`config.mk`:
```
export PLATFORM = sky130hd
export DESIGN_NAME = adder
export DESIGN_NICKNAME = d
export VERILOG_FILES = /design/src/rtl/adder.sv
export SDC_FILE = /design/constraint.sdc
export NUM_CORES = 1
export LEC_CHECK = 0
export CAP_MARGIN = 40
export CORE_AREA = 3 3 40 42
export CTS_CLUSTER_SIZE = 20
export DETAILED_ROUTE_END_ITERATION = 7
export DIE_AREA = 0 0 43 45
export PLACE_DENSITY = 0.52
export SYNTH_ARGS = -nofsm -noshare
export SYNTH_HDL_FRONTEND = slang
export SYNTH_SLANG_ARGS = --single-unit
```
`constraint.sdc`:
```
create_clock -name clk -period 0.8 [get_ports clk]
set_clock_uncertainty 0.1 [all_clocks]
set_input_delay 0.16 -clock clk [delete_from_list [all_inputs] [get_ports clk]]
set_output_delay 0.16 -clock clk [all_outputs]
set_load 0.005 [all_outputs]
```
`src/rtl/adder.sv`:
```
// 4-bit carry-lookahead adder with registered sum and carry-out.
// Operand and sum bits are individual scalar ports; they are packed into
// vectors internally so the lookahead equations read naturally.
module adder (
  input  logic clk,
  input  logic rst_n,
  input  logic a0,
  input  logic a1,
  input  logic a2,
  input  logic a3,
  input  logic b0,
  input  logic b1,
  input  logic b2,
  input  logic b3,
  input  logic cin,
  output logic cout,
  output logic s0,
  output logic s1,
  output logic s2,
  output logic s3
);

  localparam int unsigned W = 4;

  logic [W-1:0] a;
  logic [W-1:0] b;
  logic [W-1:0] g;
  logic [W-1:0] p;
  logic [W:0]   c;
  logic [W-1:0] sum_d;
  logic [W-1:0] sum_q;
  logic         cout_d;
  logic         cout_q;

  assign a = {a3, a2, a1, a0};
  assign b = {b3, b2, b1, b0};

  // Generate/propagate terms and flattened lookahead carries (no ripple chain).
  always_comb begin
    g      = '0;
    p      = '0;
    c      = '0;
    sum_d  = '0;
    cout_d = 1'b0;

    g = a & b;
    p = a ^ b;

    c[0] = cin;
    c[1] = g[0]
         | (p[0] & cin);
    c[2] = g[1]
         | (p[1] & g[0])
         | (p[1] & p[0] & cin);
    c[3] = g[2]
         | (p[2] & g[1])
         | (p[2] & p[1] & g[0])
         | (p[2] & p[1] & p[0] & cin);
    c[4] = g[3]
         | (p[3] & g[2])
         | (p[3] & p[2] & g[1])
         | (p[3] & p[2] & p[1] & g[0])
         | (p[3] & p[2] & p[1] & p[0] & cin);

    sum_d  = p ^ c[W-1:0];
    cout_d = c[W];
  end

  // Result register; async reset discards any in-flight result.
  always_ff @(posedge clk or negedge rst_n) begin
    if (!rst_n) begin
      sum_q  <= '0;
      cout_q <= 1'b0;
    end else begin
      sum_q  <= sum_d;
      cout_q <= cout_d;
    end
  end

  assign cout = cout_q;
  assign s0   = sum_q[0];
  assign s1   = sum_q[1];
  assign s2   = sum_q[2];
  assign s3   = sum_q[3];

endmodule

```
==> results.md <==
* WP data arrival at roughly 1.0 ns
* I/O pin cnt at 16
* Clock transition at path regs at around 0.04 ns
* P_leak at 0.282 nW
* Crit path kind: primary input to register
* DR DRC count at 0
* Min-Delay Path Class: primary input to async pin
* Root Driver: clkbuf_4
* Global Route met3 Usage at 4.38%
* Routed via count at ~240
* Max cap viols at 0
* CP Launch Type: primary input
* DRT antenna net count at 0
* Hold_buf cts at 0
* PwrDens at between 1500 and 2000 nW/um^2
* Hold Vio Cnt, Final at 0
* Max clock buf depth at 2
* Post-Syn Instances at 22
* Ant diodes at 0
* Sequential share of the synthesized area at a little under half
* H-tree depth at 1
* CTS tree: done
* Flop and latch count out of synthesis at 5
* Crit path from: a2
* Nets@finish at 63
* Crit path time final at between 0.9 and 1 ns
* Num Clock Sinks at 5
* PnR worst setup slack at -0.197 ns
* Pin count of the biggest net entering global routing at 6
* Die area at about 1900 um^2
* Mean Syn Cell Area at 12.4 um^2
* Die Width at 43 um
* Library cells used by synthesis at 9
* Core Region at 1280 um^2
* Pre-antenna DRT Iters at 1
* DRT Wirelength at 601 um
* Outcome: finished with violations
* Layout filler cell count at between 100 and 150
* Wirelength per Cell at just under 10 um
* Critical Path Fanout Max at 2
* Gpl congestion at roughly 0.68
* Met2 usage at around 15%
* M1 GR Usage at under 10%
* Max-slew violations at 0
* Syn. warnings at 0
* Layout cells sized above 1 at about two thirds
* Total GRT Usage at under 10%
* Worst-margin pin slew at 0.220 ns
* DIE HEIGHT at ~45 um
* Slew headroom at around 85%
* Vias/cell at roughly 4.0
* Initial core utilization at about a fifth
* Mapped cell area at ~270 um^2
* Fmax at ~1000 MHz
* Max IR drop VDD at approximately 0.54 mV
* Tcrit/Tclk final at 125%
* Synthesized Nets at 38
* Area delta synth->final at 107%
* Setup slack after placement at -0.884 ns
* Setup crit end kind: register
* GRT Residual Overflow at 0
* Initial antenna violation count at 0
* First-pass GRT wire length at 1.02 mm
* Initial DRC count at 0
* Total CTS buffers at 3
* Crit path capture: cout$_DFF_PN0_
* RSZ-0062 raised after global routing: yes
* Failing checks: negative setup slack
* Fin Hold WS at approximately 0.04 ns
* Number of global-route vias before repair at between 200 and 300
* Gr busiest metal: met2
* Rows at 13
* Number of I/O port buffers at 15
* Final setup viols at 10
* Req. time, crit path at around 0.8 ns
layout by cell type (no fill, tap or decap):
cell and instances:
clkbuf_1 1, dlygate4sd2_1 1, buf_2 7, xnor2_2 1
buf_6 5, dlymetal6s2s_1 1, xor2_1 1, fa_2 1
buf_8 1, a21oi_4 1, inv_1 1, ha_4 4
a31o_1 1, xnor2_1 1, a21o_1 3, clkdlybuf4s50_1 1
buf_4 4, inv_2 2, inv_8 1, dfrtp_1 5
clkbuf_4 3
timing repair:
item | in CTS | in global routing
setup buffers | 2 | 0
gates resized for setup | 58 | 9
setup endpoints to repair | 10 | 10
pin swaps | 11 | 6
layer usage:
| layer | vias to the layer above | part of all wire, % |
|---|---|---|
| met3 | 0 | 12 |
| met2 | 11 | 57 |
| met5 | - | 0 |
| met4 | 0 | 0 |
| met1 | 110 | 30 |
| li1 | 120 | - |
logic make-up after synthesis:
logic type               synth area share (%)
AO/OA/AOI/OAI                            13.3
adder cells (fa/ha/maj)                  25.7
flip-flops                               45.9
buffers and inverters                    5.50
XOR/XNOR                                 9.63
worst min-delay path by stage:
stage | slack (ns) | cells past startpoint | to | start
2_1_floorplan | -0.24 | 0 | cout$_DFF_PN0_ | rst_n
3_3_place_gp | 0.29 | 1 | sum_q[2]$_DFF_PN0_ | rst_n
3_5_place_dp | 0.30 | 1 | cout$_DFF_PN0_ | rst_n
4_1_cts | 0.04 | 1 | sum_q[0]$_DFF_PN0_ | rst_n
5_1_grt | 0.05 | 1 | sum_q[0]$_DFF_PN0_ | rst_n
6_report | 0.04 | 1 | sum_q[0]$_DFF_PN0_ | rst_n
flip-flops by register name, indices dropped and copies added, names as in the netlist:
register	cells
cout	1
sum_q	4
final cells by class:
| class | instances | area (um^2) | share of cell area, % |
|---|---|---|---|
| Clock buffer | 4 | 26.3 | 4.66 |
| Inverter | 4 | 22.5 | 3.99 |
| Tap cell | 15 | 18.8 | 3.33 |
| Timing Repair Buffer | 20 | 168 | 29.7 |
| Sequential cell | 5 | 125 | 22.2 |
| Multi-Input combinational cell | 13 | 204 | 36.1 |
through the flow:
stage                     cell area, um^2  power, mW  util [%]  instances  TNS, ns
after floorplan                       308      0.413         -         22    -1.07
after global placement                499      0.590      38.9         55    -5.30
after detailed placement              499      0.599      38.9         55    -5.37
after CTS                             510      0.870      39.7         61    -1.53
after global routing                  564      0.958      43.9         61    -1.67
final                                 564      0.885      43.9         61    -1.44
where the power goes:
| part | internal [mW] | total, mW | switching [mW] | leakage, nW |
|---|---|---|---|---|
| sequential | 0.298 | 0.306 | 0.00819 | 0.0587 |
| clock | 0.188 | 0.281 | 0.0933 | 0.0150 |
| combinational | 0.183 | 0.298 | 0.115 | 0.209 |
worst max-delay path, stage by stage:
cell	delay [ns]
buf_6	0.10
ha_4	0.23
a21o_1	0.17
a31o_1	0.21
a21o_1	0.16
cells in the mapped netlist (all sizes together):
master	n	area share [%]
a21o	3	8.3
a21oi	1	1.8
a31o	1	3.2
dfrtp	5	46
fa	1	7.3
ha	4	18
inv	4	5.5
xnor2	2	6.4
xor2	1	3.2
No activity file was read; power rests on OpenSTA's default activity.
